--- src/rtl/fetch_ctrl_if.sv ---
// Instruction SRAM request/response channel between the fetch sequencer and the SRAM.
`timescale 1ns/1ps
interface fetch_ctrl_if;
  logic        inst_sram_req;
  logic [31:0] inst_sram_addr;
  logic        inst_sram_addr_ok;
  logic        inst_sram_data_ok;
  logic [31:0] inst_sram_rdata;

  modport master (
    output inst_sram_req, inst_sram_addr,
    input  inst_sram_addr_ok, inst_sram_data_ok, inst_sram_rdata
  );

  modport slave (
    input  inst_sram_req, inst_sram_addr,
    output inst_sram_addr_ok, inst_sram_data_ok, inst_sram_rdata
  );
endinterface

--- src/rtl/fetch_ctrl.sv ---
// Pre-IF fetch sequencer: owns the PC, runs one SRAM fetch at a time, buffers the word
// for ID, and discards words made stale by a branch redirect.
`timescale 1ns/1ps
module fetch_ctrl #(
  parameter logic [31:0] RESET_PC = 32'h1c000000
) (
  input  logic                clk,
  input  logic                reset,
  input  logic                ds_allow_in,
  input  logic                stall,
  input  logic                br_taken,
  input  logic [31:0]         br_target,
  fetch_ctrl_if.master        inst_sram,
  output logic                fs_to_ds_valid,
  output logic [31:0]         fs_pc,
  output logic [31:0]         fs_inst
);

  typedef enum logic [1:0] {S_IDLE, S_REQ, S_WAIT, S_HOLD} state_t;

  state_t      r_state,      w_state_nxt;
  logic [31:0] r_pc,         w_pc_nxt;
  logic [31:0] r_pend_pc,    w_pend_pc_nxt;
  logic [31:0] r_fs_pc,      w_fs_pc_nxt;
  logic [31:0] r_fs_inst,    w_fs_inst_nxt;
  logic        r_discard,    w_discard_nxt;
  logic        r_redir_pend, w_redir_pend_nxt;

  // NOTE: sequential state uses non-blocking assignments only.
  always_ff @(posedge clk or negedge reset) begin
    if (!reset) begin
      r_state      <= S_IDLE;
      r_pc         <= RESET_PC;
      r_pend_pc    <= RESET_PC;
      r_fs_pc      <= RESET_PC;
      r_fs_inst    <= 32'h0;
      r_discard    <= 1'b0;
      r_redir_pend <= 1'b0;
    end else begin
      r_state      <= w_state_nxt;
      r_pc         <= w_pc_nxt;
      r_pend_pc    <= w_pend_pc_nxt;
      r_fs_pc      <= w_fs_pc_nxt;
      r_fs_inst    <= w_fs_inst_nxt;
      r_discard    <= w_discard_nxt;
      r_redir_pend <= w_redir_pend_nxt;
    end
  end

  always_comb begin
    // NOTE: every next-state value gets a default first so no path infers a latch.
    w_state_nxt      = r_state;
    w_pc_nxt         = r_pc;
    w_pend_pc_nxt    = r_pend_pc;
    w_fs_pc_nxt      = r_fs_pc;
    w_fs_inst_nxt    = r_fs_inst;
    w_discard_nxt    = r_discard;
    w_redir_pend_nxt = r_redir_pend;

    unique case (r_state)
      S_IDLE: begin
        w_state_nxt = S_REQ;
        if (br_taken) w_pc_nxt = br_target;
      end

      S_REQ: begin
        if (inst_sram.inst_sram_addr_ok) begin
          w_state_nxt      = S_WAIT;
          w_redir_pend_nxt = 1'b0;
          // The address already accepted is the old PC, so its word must be dropped.
          if (br_taken) begin
            w_discard_nxt = 1'b1;
            w_pc_nxt      = br_target;
          end else if (r_redir_pend) begin
            w_discard_nxt = 1'b1;
            w_pc_nxt      = r_pend_pc;
          end
        end else if (br_taken) begin
          // Address must stay stable until accepted; park the target instead.
          w_redir_pend_nxt = 1'b1;
          w_pend_pc_nxt    = br_target;
        end
      end

      S_WAIT: begin
        if (inst_sram.inst_sram_data_ok) begin
          w_discard_nxt = 1'b0;
          if (br_taken) begin
            w_pc_nxt    = br_target;
            w_state_nxt = S_REQ;
          end else if (r_discard) begin
            w_state_nxt = S_REQ;
          end else begin
            w_fs_inst_nxt = inst_sram.inst_sram_rdata;
            w_fs_pc_nxt   = r_pc;
            w_state_nxt   = S_HOLD;
          end
        end else if (br_taken) begin
          w_discard_nxt = 1'b1;
          w_pc_nxt      = br_target;
        end
      end

      S_HOLD: begin
        if (br_taken) begin
          w_pc_nxt    = br_target;
          w_state_nxt = S_REQ;
        end else if (ds_allow_in && !stall) begin
          w_pc_nxt    = r_pc + 32'd4;
          w_state_nxt = S_REQ;
        end
      end

      default: w_state_nxt = S_IDLE;
    endcase
  end

  assign inst_sram.inst_sram_req  = (r_state == S_REQ);
  assign inst_sram.inst_sram_addr = r_pc;
  assign fs_to_ds_valid           = (r_state == S_HOLD);
  assign fs_pc                    = r_fs_pc;
  assign fs_inst                  = r_fs_inst;

endmodule

--- src/flat_wrapper.sv ---
// flat-port wrapper written by rule: the top's interface ports become plain ports
module fetch_ctrl_flat 
#(
  parameter logic [31:0] RESET_PC = 32'h1c000000
)
  (clk, reset, ds_allow_in, stall, br_taken, br_target, fs_to_ds_valid, fs_pc, fs_inst, inst_sram_inst_sram_req, inst_sram_inst_sram_addr, inst_sram_inst_sram_addr_ok, inst_sram_inst_sram_data_ok, inst_sram_inst_sram_rdata);
  fetch_ctrl_if inst_sram_i ();
  input  logic clk;
  input  logic reset;
  input  logic ds_allow_in;
  input  logic stall;
  input  logic br_taken;
  input  logic [31:0] br_target;
  output logic fs_to_ds_valid;
  output logic [31:0] fs_pc;
  output logic [31:0] fs_inst;
  output wire logic [$bits(inst_sram_i.inst_sram_req)-1:0] inst_sram_inst_sram_req;
  output wire logic [$bits(inst_sram_i.inst_sram_addr)-1:0] inst_sram_inst_sram_addr;
  input wire logic [$bits(inst_sram_i.inst_sram_addr_ok)-1:0] inst_sram_inst_sram_addr_ok;
  input wire logic [$bits(inst_sram_i.inst_sram_data_ok)-1:0] inst_sram_inst_sram_data_ok;
  input wire logic [$bits(inst_sram_i.inst_sram_rdata)-1:0] inst_sram_inst_sram_rdata;
  assign inst_sram_inst_sram_req = inst_sram_i.inst_sram_req;
  assign inst_sram_inst_sram_addr = inst_sram_i.inst_sram_addr;
  assign inst_sram_i.inst_sram_addr_ok = inst_sram_inst_sram_addr_ok;
  assign inst_sram_i.inst_sram_data_ok = inst_sram_inst_sram_data_ok;
  assign inst_sram_i.inst_sram_rdata = inst_sram_inst_sram_rdata;
  fetch_ctrl #(.RESET_PC(RESET_PC)) u_core (.clk(clk), .reset(reset), .ds_allow_in(ds_allow_in), .stall(stall), .br_taken(br_taken), .br_target(br_target), .inst_sram(inst_sram_i), .fs_to_ds_valid(fs_to_ds_valid), .fs_pc(fs_pc), .fs_inst(fs_inst));
endmodule
--- config.mk ---
export PLATFORM = sky130hd
export DESIGN_NAME = fetch_ctrl_flat
export DESIGN_NICKNAME = d
export VERILOG_FILES = /design/src/rtl/fetch_ctrl_if.sv /design/src/rtl/fetch_ctrl.sv /design/src/flat_wrapper.sv
export SDC_FILE = /design/constraint.sdc
export NUM_CORES = 1
export LEC_CHECK = 0
export ABC_AREA = 1
export CORE_MARGIN = 2
export CORE_UTILIZATION = 54
export DETAILED_ROUTE_END_ITERATION = 10
export PLACE_DENSITY_LB_ADDON = 0.1
export SLEW_MARGIN = 40
export SYNTH_ARGS = -nofsm -noshare
export SYNTH_HDL_FRONTEND = slang
export SYNTH_SLANG_ARGS = --single-unit
export TNS_END_PERCENT = 50
--- constraint.sdc ---
create_clock -name clk -period 4.4 [get_ports clk]
set_clock_uncertainty 0.2 [all_clocks]
set_input_delay 0.88 -clock clk [delete_from_list [all_inputs] [get_ports clk]]
set_output_delay 0.88 -clock clk [all_outputs]
set_load 0.1 [all_outputs]
==> results_dict.tcl, run 1 <==
set metrics [dict create \
    dp_cells 1107 \
    gp_congestion 0.8797 \
    numCtsBuffers 17 \
    cts_sinks 132 \
    netlist_area_mm2 0.006700 \
    cts_max_level 4 \
    worst-setup-path-type "primary input to flop" \
    clockRootBuffer "clkbuf_16" \
    port_buffers 168 \
    drive_gt1_share_pct 22.14 \
    drtAntennaViolNets 0 \
    dieArea_mm2 0.01331 \
    fin_nets 1035 \
    hold_path.class "primary input to asynchronous set/reset pin" \
    final_common_cell "nand2_1" \
    clockBufferDepth 2 \
    drc_errors 0 \
    ys_seq_elements 132 \
    critPathBufInv 2 \
    multi_input_area_mm2 0.003005 \
    whs_ps 247.0 \
    start_util_pct 55.55 \
    syn_nets 879 \
    synthXorXnorAreaFrac_pct 0.2614 \
    grt_max_degree 96 \
    grt_usage_pct 29.38 \
    grt_antenna_before_repair 0 \
    wl_per_cell_um 16.77 \
    num_rows 40 \
    crit_path_max_incr_delay_ps 630 \
    synth.distinct_cells 31 \
    worstSkewPairLatency_ps 420 \
    postCtsResizedCells 0 \
    path_max_fanout 95 \
    tritoncts "built" \
    synth_seq_area_share_pct 49.47 \
    fp.dieH_um 115.4 \
    synth_compound_area_share_pct 12.75 \
    cp.required_ps 4500 \
    first_iter_violations 527 \
    fmax_mhz 298.8 \
    area_delta_synth_final_pct 28.68 \
    postCtsHoldBufs 0 \
    final.min_clock_period_ps 3346 \
    die_w_um 115.4 \
    overflow 0 \
    outcome "completed" \
    slew_violations 0 \
    path_clk_slew_ps 60 \
    slew_headroom_pct 52.98 \
    route.vias.total 6238 \
    vias_per_cell 5.477 \
    synth_top_family_by_area "simple AND/OR/NAND/NOR gates" \
    fin_crit_sh_pct 76.06 \
    crit_family "simple AND/OR/NAND/NOR gates" \
    routed_wl_um 19100 \
    cp-end-kind "flop" \
    grt_pass1_vias 5901 \
    crit_slowest_cell "nor3_1" \
    hold_viol_final 0 \
    finalNonFillerCells 1139 \
    max_slew.worst_pin.slew_ps 699.8 \
    tns_ps 0 \
    synthCells 802 \
    core_mm2 0.01206 \
    fill_cells 939 \
    seq_area_mm2 0.003314 \
    syn_avg_cell_area_um2 8.354 \
    crit_chain "clkdlybuf4s50_1 > buf_4 > nor3_1 > nand2_8 > mux2_2" \
    cap_violations 0 \
    yosys_warnings 0 \
    mostFrequentLayoutCells "nand2_1 (190), dfrtp_1 (123), nor2_1 (101), buf_2 (97), o21ai_0 (70)" \
    cts_setup_buffers 0 \
    io_pins 169 \
    start_kind "primary input" \
    setup_viol 0 \
    final_util_pct 71.48 \
    synth_simple_gate_area_share_pct 20.39 \
    muxShareOfSynthArea_pct 10.08 \
    grt_pass1_wl_um 30240 \
    firstDrtPassIters 7 \
    hpwl_um 13590 \
    rsz0062_at_grt "no" \
    synth_fa_ha_area_share_pct 1.120 \
    critPathArrivalTime_ps 3450 \
    diodes 0 \
]
-- state kept, by name, summed over array words and instances (netlist names) --
name	cells
u_core.fs_pc	32
u_core.r_redir_pend	1
u_core.r_discard	1
u_core.inst_sram.inst_sram_addr	32
u_core.r_pend_pc	32
u_core.r_state	2
u_core.fs_inst	32
-- per-layer routing --
metal	track usage, %	vias to the layer above	part of all wire (%)
met4	9.157	0	1.8
li1	-	2957	-
met2	45.46	293	45
met3	6.589	29	8.9
met1	41.47	2959	45
met5	0	-	0
-- logic make-up (layout without fill, tap and decap cells) --
group	Yosys count	count (layout)
compound gates	163	163
xor+xnor	2	2
fa+ha+maj	6	6
buf+inv	96	265
flops	132	132
mux	60	60
simple gates	343	343
-- cell type report --
type	instances	share of cell area, %
inverters	59	2.569
well taps	168	2.438
clock buffers	20	5.065
multi-input cells	574	34.86
flip-flops and latches	132	38.44
repair buffers	174	14.53
clock inverters	12	2.104
-- worst paths after layout --
check / from / endpoint / slack, ps / cells after the start
max: br_taken / u_core.fs_inst[13] / 1050 / 5
min: reset / u_core.fs_inst[26] / 250 / 1
max reg2reg: u_core.r_state[1] / u_core.inst_sram.inst_sram_addr[2] / 1160 / 9
min reg2reg: u_core.fs_pc[26] / u_core.fs_pc[26] / 280 / 2
max in group asynchronous: reset / u_core.r_pend_pc[28] / 2940 / 2
min in group clk: u_core.fs_pc[26] / u_core.fs_pc[26] / 280 / 2
-- Yosys cell counts --
master      n  area (um2)
nand2_4     1       11.26
xor2_1      2       17.52
a221oi_1    1       8.760
a21oi_1    56       280.3
nand2_1   191       716.9
nor3_1      7       35.03
buf_6       3       33.78
o21ai_1    20       100.1
o21ai_2     1       8.760
clkbuf_2    1       5.000
o21ai_0    70       350.3
nor2_2      3       18.77
o21a_1      1       7.510
mux2_2     60       675.7
o22ai_1     2       12.51
nand3_1    37       185.2
a31oi_1     3       18.77
nand2_2     1       6.260
buf_2      10       50.05
nand3b_1    1       7.510
o211ai_1    5       37.54
dfrtp_1   123        3078
nor2_1    101       379.1
clkbuf_1   23       86.33
o31ai_1     3       22.52
ha_1        6       75.07
inv_1      54       202.7
nand4_1     1       6.260
inv_2       5       18.77
dfstp_2     9       236.5
a21o_1      1       7.510
-- metrics by stage --
stage,area [um2],setup slack (ps)
after floorplan,6700,1710
after detailed placement,8004,672.0
after global routing,8622,821.9
after global placement,8477,776.2
after CTS,8622,1097
final,8622,1054
Power of run 1 is left out: the tool's default activity adds up to more than one toggle a clock period on the data nets, which glitch-free logic cannot reach.
==> run 2, diff against run 1 <==
- CORE_UTILIZATION: 54 -> 50
- clock period: 4.4 -> 3.5 ns (I/O delays scaled with it)
==> run 2 against run 1 <==
Effect of this change: register-to-register slack gained 60 ps; non-clock buffer count increased by 6; first-iteration DRC count is 5.7% higher; routed wire length hardly changed; cell area increased by 3.0%; via count shrank 1.2%; count of clock-buffer cells in the layout shrank 3; global-route usage shrank 2.2 points; hold slack got worse by 180 ps; sequential share of layout area decreased by 1.1 points.
==> results_dict.tcl, run 2 (synthesis gave the netlist of run 1 again) <==
set metrics [dict create \
    finalWorstSetupSlack_ps 863.1 \
    final_common_cell "nand2_1" \
    clockRootBuffer "clkbuf_16" \
    start_util_pct 50.80 \
    first_iter_violations 557 \
    clockBufferDepth 2 \
    topRoutingLayerUsed "met4" \
    cp-end-kind "output pin" \
    num_rows 42 \
    setup_viol 0 \
    drc_errors 0 \
    route.vias.total 6165 \
    crit_path_max_incr_delay_ps 400 \
    fmax_mhz 379.2 \
    grt_max_degree 96 \
    area_delta_synth_final_pct 32.61 \
    drt-met1-wl_um 8767 \
    critPathBufInv 3 \
    mostFrequentLayoutCells "nand2_1 (190), dfrtp_1 (123), buf_4 (107), nor2_1 (101), o21ai_0 (70)" \
    routed_wl_um 19090 \
    port_buffers 168 \
    crit_chain "inv_1 > ha_1 > buf_4 > buf_12" \
    hold_path.class "primary input to asynchronous set/reset pin" \
    die_w_um 119.8 \
    overflow 0 \
    outcome "completed" \
    hpwl_um 13830 \
    met2_length_um 8547 \
    core_mm2 0.01319 \
    slew_violations 0 \
    seq_area_mm2 0.003314 \
    grt_pass1_vias 5745 \
    worst-setup-path-type "flop to output pin" \
    crit_family "buffers and inverters" \
    path_clk_slew_ps 60 \
    critPathArrivalTime_ps 1740 \
    tns_ps 0 \
    diodes 0 \
    start_kind "flop" \
    grt_antenna_before_repair 0 \
    hold_viol_final 0 \
    grt_pass1_wl_um 30190 \
    drtAntennaViolNets 0 \
    fin_crit_sh_pct 75.34 \
    cts_setup_buffers 0 \
    postCtsHoldBufs 0 \
    gp_congestion 0.8644 \
    numCtsBuffers 17 \
    cp_num_cells 4 \
    cap_violations 0 \
    final.min_clock_period_ps 2637 \
    fp.dieH_um 119.8 \
    final_util_pct 67.36 \
    cts_sinks 132 \
    vias_per_cell 5.347 \
    cp.required_ps 2600 \
    tritoncts "built" \
    dpl_worst_slack_ps 719.0 \
    wl_per_cell_um 16.56 \
    reg2regPathDepth 8 \
    max_slew.worst_pin.slew_ps 563.1 \
    fin_nets 1041 \
    drive_gt1_share_pct 22.93 \
    worstSkewPairLatency_ps 420 \
    slew_headroom_pct 62.46 \
    fill_cells 1089 \
    met3_length_um 1507 \
    io_pins 169 \
    multi_input_area_mm2 0.002997 \
    crit_slowest_cell "dfrtp_1" \
    postCtsResizedCells 0 \
    grt_usage_pct 27.13 \
    cts_max_level 4 \
    dieArea_mm2 0.01434 \
    rsz0062_at_grt "no" \
    firstDrtPassIters 5 \
    path_max_fanout 39 \
]
-- run 2: cell types whose count changed in the layout (fill, tap and decap cells not counted) --
| cell | previous run | this run |
|---|---|---|
| buf_12 | 1 | 4 |
| buf_2 | 97 | 0 |
| buf_4 | 6 | 107 |
| buf_6 | 1 | 0 |
| bufinv_16 | 4 | 1 |
| clkbuf_1 | 3 | 0 |
| clkinv_2 | 2 | 4 |
| clkinv_4 | 5 | 2 |
| clkinvlp_4 | 1 | 4 |
| inv_6 | 0 | 4 |
| nand2_4 | 1 | 2 |
| nand2_8 | 1 | 0 |
-- run 2: stage by stage --
step	hold WS [ps]	cell area [um2]	instances
finish	70.17	8885	1153
floorplan	204.4	6700	802
detailed placement	266.6	8327	1121
CTS	82.02	8885	1153
global route	107.1	8885	1153
global placement	267.0	8327	1121
-- run 2: worst reg2reg max path, stage by stage (launching register included) --
cell and delay [ps]:
dfrtp_1 410, inv_1 80, ha_1 260, o31ai_1 390
nand2_2 110, inv_2 360, buf_12 210, nor2_1 70
a21oi_1 130
-- run 2: metal layers --
metal / GRT usage (%) / vias to the layer above
met4: 9.191 / 0
met5: 0 / -
met3: 5.228 / 22
met1: 39.35 / 2889
met2: 41.04 / 285
li1: - / 2969
-- run 2: path summary, 6_finish.rpt --
check                                                      end              start  slack, ps
setup / recovery                       inst_sram_inst_sram_req  u_core.r_state[1]        860
setup reg to reg           u_core.inst_sram.inst_sram_addr[29]  u_core.r_state[0]       1220
max in group asynchronous  u_core.inst_sram.inst_sram_addr[28]              reset       2130
min in group clk                              u_core.fs_pc[27]   u_core.fs_pc[27]        270
hold reg to reg                               u_core.fs_pc[27]   u_core.fs_pc[27]        270
hold / removal                              u_core.fs_inst[26]              reset         70
-- run 2: layout make-up --
type                    instances  area share, %
clock inverters                15          1.493
well taps                     176          2.479
multi-input cells             574          33.73
clock buffers                  17          4.788
repair buffers                180          17.72
flip-flops and latches        132          37.30
inverters                      59          2.493
Power of run 2 is left out for the same reason.
==> run 3, diff against run 2 <==
- clock period: 3.5 -> 2.75 ns (I/O delays scaled with it)
==> run 3 against run 2 <==
Effect of this change: utilization increased by 0.93 points; highest routed layer unchanged; final cell count increased by 0.43%; non-clock buffer count increased by 5; setup slack got worse by 600 ps; hold slack improved by 210 ps; global-route usage decreased by 0.81 points; critical path depth unchanged; via count increased by 0.62%; cell area increased by 1.4%.
==> results_dict.tcl, run 3 (synthesis gave the netlist of run 1 again) <==
set metrics [dict create \
    diodes 0 \
    slew_headroom_pct 65.01 \
    fp.dieH_um 119.8 \
    rsz0062_at_grt "no" \
    grt_pass1_vias 5918 \
    start_kind "flop" \
    reg2regPathDepth 7 \
    start_util_pct 50.80 \
    hpwl_um 13380 \
    firstDrtPassIters 6 \
    route.vias.total 6203 \
    final_util_pct 68.29 \
    vias_per_cell 5.357 \
    cts_sinks 132 \
    worstSkewPairLatency_ps 420 \
    fmax_mhz 401.9 \
    clockRootBuffer "clkbuf_16" \
    worst-setup-path-type "flop to output pin" \
    crit_slowest_cell "dfrtp_1" \
    hp-start "u_core.fs_pc[27]" \
    fin_nets 1046 \
    overflow 0 \
    tns_ps 0 \
    slew_violations 0 \
    die_w_um 119.8 \
    final.min_clock_period_ps 2488 \
    cap_violations 0 \
    holdPathEnd "u_core.fs_pc[27]" \
    mostFrequentLayoutCells "nand2_1 (190), dfrtp_1 (123), buf_4 (109), nor2_1 (101), o21ai_0 (70)" \
    max_slew.worst_pin.slew_ps 524.8 \
    hold_path.class "flop to flop" \
    port_buffers 168 \
    numCtsBuffers 17 \
    regToRegStartpoint "u_core.r_state[0]" \
    cp-end-kind "output pin" \
    crit_chain "inv_1 > ha_1 > buf_4 > buf_12" \
    fin_crit_sh_pct 90.49 \
    crit_family "buffers and inverters" \
    gp_congestion 0.9773 \
    fill_cells 1072 \
    cts_setup_buffers 0 \
    wl_per_cell_um 15.61 \
    clockBufferDepth 2 \
    core_mm2 0.01319 \
    rrSetupSlack_ps 470 \
    num_rows 42 \
    grt_antenna_before_repair 0 \
    drtAntennaViolNets 0 \
    outcome "completed" \
    cp.required_ps 2000 \
    grt_max_degree 96 \
    drive_gt1_share_pct 23.12 \
    path_max_fanout 39 \
    area_delta_synth_final_pct 34.44 \
    reg2reg_to "u_core.fs_inst[8]" \
    path_clk_slew_ps 60 \
    grt_usage_pct 26.32 \
    grt_pass1_wl_um 29680 \
    cts_max_level 4 \
    critPathArrivalTime_ps 1740 \
    hold_viol_final 0 \
    routed_wl_um 18070 \
    crit_path_max_incr_delay_ps 400 \
    critPathBufInv 3 \
    tritoncts "built" \
    drc_errors 0 \
    holdPathStages 2 \
    dieArea_mm2 0.01434 \
    io_pins 169 \
    first_iter_violations 590 \
    final_common_cell "nand2_1" \
    setup_viol 0 \
]
==> run 3: worst reg2reg max path, cell delays in order (launching register included) <==
cell	delay, ps
dfrtp_1	430
inv_1	120
ha_1	250
inv_1	100
nor3_1	380
nand2_4	90
buf_12	240
mux2_2	360
==> run 3: cell type report <==
class / count / area [um2] / share of cell area, %
Timing Repair Buffer: 185 / 1639 / 18.20
Multi-Input combinational cell: 574 / 2997 / 33.27
Tap cell: 176 / 220.2 / 2.445
Clock inverter: 14 / 186.4 / 2.070
Inverter: 59 / 221.5 / 2.459
Clock buffer: 18 / 429.2 / 4.765
Sequential cell: 132 / 3314 / 36.80
==> run 3: how the worst max path moves through the flow <==
stage                      start                             endpoint  slack (ps)  cells past startpoint
5_1_grt        u_core.r_state[1]              inst_sram_inst_sram_req         150                      4
6_report       u_core.r_state[1]              inst_sram_inst_sram_req         260                      4
3_5_place_dp            br_taken   u_core.inst_sram.inst_sram_addr[4]         270                      9
3_3_place_gp            br_taken   u_core.inst_sram.inst_sram_addr[4]         300                      9
4_1_cts        u_core.r_state[1]              inst_sram_inst_sram_req         230                      4
2_1_floorplan  u_core.r_state[1]  u_core.inst_sram.inst_sram_addr[26]          60                     11
==> run 3: metal layers <==
layer	wire length [um]	GRT usage, %	part of all wire, %
met2	7975	38.61	44
met4	346	9.559	1.9
met5	0	0	0
met3	1587	6.274	8.8
met1	8165	38.16	45
==> run 3: metrics by stage <==
stage / hold slack, ps / cells / worst slack, ps / instance area [um2]
2_1_floorplan: 54.41 / 802 / 60.21 / 6700
3_3_place_gp: 265.3 / 1125 / 299.0 / 8382
3_5_place_dp: 267.7 / 1125 / 270.7 / 8382
4_1_cts: 276.6 / 1158 / 234.2 / 9007
5_1_grt: 292.9 / 1158 / 150.9 / 9007
6_report: 275.6 / 1158 / 261.6 / 9007
==> run 3: repair_timing <==
| item | 4_1_cts | 5_1_grt |
|---|---|---|
| endpoints found under the setup margin | 0 | 0 |
| endpoints found under the hold margin | 36 | 0 |
| resized for setup | 0 | 0 |
| hold buffers | 1 | 0 |
Power of run 3 is left out for the same reason.
